===== src/rtl/marcador_led.sv =====
// marcador_led: drives four score LEDs from a score counter.
// The LEDs show a thermometer of the score, blank briefly after every score
// change, and run a blink animation followed by a steady all-on display
// while the winner flag is held.
// Inputs are registered once before any decision is made, so an input change
// reaches the LEDs two clock1k edges later.
module marcador_led #(
    parameter int T_DESTELLO  = 100,
    parameter int PERIODO     = 250,
    parameter int N_PARPADEOS = 4
) (
    input  logic       clock1k,
    input  logic       reset,
    input  logic [1:0] counTT,
    input  logic       GanadorTT,
    output logic [3:0] LED,
    output logic       Celebrando,
    output logic       Cambio
);

    typedef enum logic [1:0] {
        MOSTRAR  = 2'd0,
        DESTELLO = 2'd1,
        GANADOR  = 2'd2,
        FIN      = 2'd3
    } estado_t;

    // Last timer value of the blank window and of each blink half-period.
    localparam logic [15:0] T_ULTIMO = 16'(T_DESTELLO - 1);
    localparam logic [15:0] P_ULTIMO = 16'(PERIODO - 1);
    // Number of half-periods in the whole animation (on + off per blink).
    localparam logic [8:0]  N_MEDIOS = 9'(2 * N_PARPADEOS);

    // Input pipeline: cnt_r/gan_r are the sampled inputs, *_ant one cycle older.
    logic [1:0] cnt_r;
    logic [1:0] cnt_ant;
    logic       gan_r;
    logic       gan_ant;

    estado_t    estado;
    estado_t    estado_sig;
    logic [15:0] timer;
    logic [15:0] timer_sig;
    logic [15:0] timer_inc;
    logic [8:0]  blink;
    logic [8:0]  blink_sig;
    logic [3:0]  led_sig;
    logic        cambio_sig;
    logic        celebrando_sig;

    logic subida;
    logic cambio_cnt;
    logic acepta_cambio;
    logic fin_blanco;
    logic fin_medio;

    // Thermometer code of the score: n lowest LEDs lit.
    function automatic logic [3:0] termometro(input logic [1:0] n);
        logic [3:0] t;
        case (n)
            2'd0:    t = 4'b0000;
            2'd1:    t = 4'b0001;
            2'd2:    t = 4'b0011;
            default: t = 4'b0111;
        endcase
        return t;
    endfunction

    assign subida     = gan_r & ~gan_ant;
    assign cambio_cnt = (cnt_r != cnt_ant);
    assign fin_blanco = (timer == T_ULTIMO);
    assign fin_medio  = (timer == P_ULTIMO);
    // Timer saturates instead of wrapping.
    assign timer_inc  = (timer == 16'hFFFF) ? timer : timer + 16'd1;
    // A score change counts only while showing or blanking, and a winner
    // edge in the same cycle takes precedence.
    assign acepta_cambio = ((estado == MOSTRAR) || (estado == DESTELLO))
                           && !subida && cambio_cnt;

    // Input sampling registers and their one-cycle history.
    always_ff @(posedge clock1k or negedge reset) begin
        if (!reset) begin
            cnt_r   <= 2'd0;
            cnt_ant <= 2'd0;
            gan_r   <= 1'b0;
            gan_ant <= 1'b0;
        end else begin
            cnt_r   <= counTT;
            cnt_ant <= cnt_r;
            gan_r   <= GanadorTT;
            gan_ant <= gan_r;
        end
    end

    // State, counters and registered outputs all update on the same edge.
    always_ff @(posedge clock1k or negedge reset) begin
        if (!reset) begin
            estado     <= MOSTRAR;
            timer      <= 16'd0;
            blink      <= 9'd0;
            LED        <= 4'b0000;
            Celebrando <= 1'b0;
            Cambio     <= 1'b0;
        end else begin
            estado     <= estado_sig;
            timer      <= timer_sig;
            blink      <= blink_sig;
            LED        <= led_sig;
            Celebrando <= celebrando_sig;
            Cambio     <= cambio_sig;
        end
    end

    // Next state plus timer and blink counter updates.
    always_comb begin
        estado_sig = estado;
        timer_sig  = timer_inc;
        blink_sig  = blink;
        case (estado)
            MOSTRAR: begin
                timer_sig = 16'd0;
                if (subida) begin
                    estado_sig = GANADOR;
                    blink_sig  = 9'd0;
                end else if (cambio_cnt) begin
                    estado_sig = DESTELLO;
                end
            end
            DESTELLO: begin
                if (subida) begin
                    estado_sig = GANADOR;
                    timer_sig  = 16'd0;
                    blink_sig  = 9'd0;
                end else if (cambio_cnt) begin
                    timer_sig  = 16'd0;
                end else if (fin_blanco) begin
                    estado_sig = MOSTRAR;
                    timer_sig  = 16'd0;
                end
            end
            GANADOR: begin
                if (!gan_r) begin
                    estado_sig = MOSTRAR;
                    timer_sig  = 16'd0;
                    blink_sig  = 9'd0;
                end else if (fin_medio) begin
                    timer_sig = 16'd0;
                    blink_sig = blink + 9'd1;
                    if ((blink + 9'd1) == N_MEDIOS) begin
                        estado_sig = FIN;
                    end
                end
            end
            FIN: begin
                timer_sig = 16'd0;
                if (!gan_r) begin
                    estado_sig = MOSTRAR;
                    blink_sig  = 9'd0;
                end
            end
            default: begin
                estado_sig = MOSTRAR;
                timer_sig  = 16'd0;
                blink_sig  = 9'd0;
            end
        endcase
    end

    // Next LED pattern and status flags, derived from the state being entered.
    always_comb begin
        led_sig        = LED;
        cambio_sig     = acepta_cambio;
        celebrando_sig = (estado_sig == GANADOR) || (estado_sig == FIN);
        case (estado_sig)
            MOSTRAR:  led_sig = termometro(cnt_r);
            DESTELLO: led_sig = 4'b0000;
            GANADOR: begin
                if (estado != GANADOR) begin
                    led_sig = 4'b1111;
                end else if (fin_medio) begin
                    led_sig = ~LED;
                end
            end
            FIN:      led_sig = 4'b1111;
            default:  led_sig = 4'b0000;
        endcase
    end

endmodule


===== config.mk =====
export PLATFORM = sky130hd
export DESIGN_NAME = marcador_led
export DESIGN_NICKNAME = d
export VERILOG_FILES = /design/src/rtl/marcador_led.sv
export SDC_FILE = /design/constraint.sdc
export NUM_CORES = 1
export LEC_CHECK = 0
export CAP_MARGIN = 10
export CELL_PAD_IN_SITES_DETAIL_PLACEMENT = 1
export CELL_PAD_IN_SITES_GLOBAL_PLACEMENT = 2
export CORE_ASPECT_RATIO = 1.5
export CORE_UTILIZATION = 42
export DETAILED_ROUTE_END_ITERATION = 6
export GPL_ROUTABILITY_DRIVEN = 0
export GPL_TIMING_DRIVEN = 0
export PLACE_DENSITY = 0.83
export SLEW_MARGIN = 20
export SYNTH_ARGS = -nofsm -noshare
export SYNTH_HDL_FRONTEND = slang
export SYNTH_SLANG_ARGS = --single-unit

===== constraint.sdc =====
create_clock -name clock1k -period 2.9 [get_ports clock1k]
set_clock_uncertainty 0.15 [all_clocks]
set_input_delay 0.58 -clock clock1k [delete_from_list [all_inputs] [get_ports clock1k]]
set_output_delay 0.58 -clock clock1k [all_outputs]
set_load 0.01 [all_outputs]

==> results.ini <==
[timing]
fin_crit_ns=2.18
finalSetupViolCount=0
max_freq_mhz=459
tightest_slew_ns=0.635
rsz0062_at_grt=no
fin_setup_tns_ns=0
slew_headroom_pct=57.6
slew_violations=0
hold_violations=0
finalCritPeriodShare_pct=75.1

[grt]
track_usage_pct=22.3
antenna_found_initial=0
grt_max_degree=22
grt_pass1_wl_um=8780
grt_overflow=0
grt_pass1_vias=1829

[clocking]
numClockSinks=39
post_cts_buffers=0
clkLatencyLatePin_ns=0.29
cts_tree=done
cts_buffer_depth=2
cts_root_buf=clkbuf_8
postCtsHoldBufs=0
cts.clk_slew.worst_paths_ns=0.08
htreeDepth=2
cts_made_buffers=5
cts_resized=0

[power_and_ir_drop]
power_leakage_nw=0.994
max-vdd-ir-drop_uv=202
total_power_mw=1.08
power_density_nw_per_um2=452

[route]
dr.pass1.iters=4
drc=0
viasPerCell=5.78
vias=1695
wl_per_cell_um=17.6
drt_iter0_drc=92
drt_wl_total_um=5150
final_antenna_net_count=0

[yosys]
synth_top_area_cell=dfrtp_1
synth_edf_count=0
syn-num-nets=217
ys_ff_latch=39
synth.distinct_cells=51
synth_ff_type=dfrtp_1
synthTopCellsByArea=dfrtp_1 (46%), xnor2_1 (4.2%), a21oi_1 (3.6%), nor2_1 (3.6%), nand2_1 (2.7%)
postSynthCellCount=209
ys_seq_area_share_pct=46.4
avgSynthCellArea_um2=10.1
async_flop_share_pct=100
yosysTopAreaCellShare_pct=46.4
yosys_warnings=0
synth_area_um2=2100

[setup_path]
cp_max_fo=10
path_cells=nor4_4 -> nand4_4 -> nand3_1 -> and2_1 -> buf_4 -> buf_4 -> nor2_1
crit_slowest_cell=dfrtp_1
cp-start-kind=flop
cp_data_arrival_time_ns=2.21
worst-setup-path-type=reg -> reg
required_ns=2.93
crit_path_end_kind=flop
cpMostUsedCell=buf_4
max_stage_delay_ns=0.45

[finish]
num_antenna_cells=0
drive_gt1_share_pct=13.7
nNetsFinal=235
synthToLayoutAreaGrowth_pct=13.9
layout_commonest_cell=dfrtp_1
utilization_pct=49.8
layout_common_cells=dfrtp_1 (39), nor2_1 (20), nand2_1 (15), a21oi_1 (15)

[die]
io_pins=11
die_width_um=59.8
dieArea_um2=5300
start_util_pct=43.7
rows=31
core_area_um2=4810
die_h_um=88.7

[worst_hold_path]
hold_path.class=in -> async

[placement]
place_hpwl_um=3830
port_buffers=10

[outcome]
status=finished, final reports clean

[job]
maxCapViolations=0

==> through the flow <==
stage | hold WS, ns | cell area (µm²) | std cells | setup slack [ns]
floorplan | 0.134 | 2100 | 209 | 1.03
global placement | 0.313 | 2290 | 285 | 0.185
detailed placement | 0.307 | 2310 | 286 | 0.699
CTS | 0.106 | 2400 | 293 | 0.686
global route | 0.127 | 2400 | 293 | 0.539
finish | 0.0936 | 2400 | 293 | 0.722
==> state kept, by name, indices dropped and copies added, names as in the netlist, 2 cells and up <==
register	count
LED	4
blink	9
cnt_ant	2
cnt_r	2
estado	2
timer	16
==> synth_stat cells, types with 2 or more instances <==
library cell and count:
o211a_1 2, a21oi_1 15, nor4_4 2, nor2_1 20
dfrtp_1 39, a21boi_0 3, a211oi_1 4, buf_2 2
and3_2 2, mux2i_1 5, o31ai_1 2, nand2_1 15
ha_1 3, a311oi_1 2, and2_1 2, o21ai_0 5
xnor2_1 10, and3_1 5, and4_1 4, buf_4 4
and4_2 3, nor3_1 4, inv_1 5, o21ai_1 6
nand4_1 9, nand3_1 10, or3_1 2
==> logic make-up (layout without fill, tap and decap cells) <==
logic type               count (synthesis)  count (layout)  synth area share (%)
adder cells (fa/ha/maj)                  3               3                  1.78
multiplexers                             5               5                  2.38
buffers and inverters                   13              31                  3.15
AND/OR/NAND/NOR                         92              92                  26.7
AO/OA/AOI/OAI                           46              46                  15.0
flip-flops                              39              39                  46.4
XOR/XNOR                                11              11                  4.58
==> critical path, delay by kind of cell, from the launching register on <==
kind | cells | cell delay [ns]
buf+inv | 2 | 0.34
flops | 1 | 0.45
simple gates | 5 | 1.12
==> where the power goes <==
part / switching, mW / internal (mW)
logic: 0.0621 / 0.0563
clock network: 0.197 / 0.187
registers: 0.0176 / 0.563
total: 0.277 / 0.806
==> layer usage <==
metal	up-vias	share of wire, %	track usage (%)
met3	8	2.4	4.09
met2	23	57	40.6
met4	0	1.8	9.94
li1	804	-	-
met5	-	0	0
met1	860	39	24.6
==> worst paths after layout <==
kind / from / end / slack [ns] / cells past startpoint
worst max-delay path: timer[12] / timer[8] / 0.72 / 7
min in group clock1k: cnt_r[0] / cnt_ant[0] / 0.32 / 0
worst max register to register: timer[12] / timer[8] / 0.72 / 7
worst min-delay path: reset / blink[0] / 0.09 / 1
worst min register to register: cnt_r[0] / cnt_ant[0] / 0.32 / 0
max in group asynchronous: reset / cnt_r[1] / 2.04 / 2
==> cell type report <==
class	instances	area, µm²
Buffer	8	47.5
Clock buffer	6	82.6
Clock inverter	1	5.00
Fill cell	563	2410
Inverter	5	18.8
Multi-Input combinational cell	157	1060
Sequential cell	39	976
Tap cell	66	82.6
Timing Repair Buffer	11	123
Power figures use the tool's default switching activity.
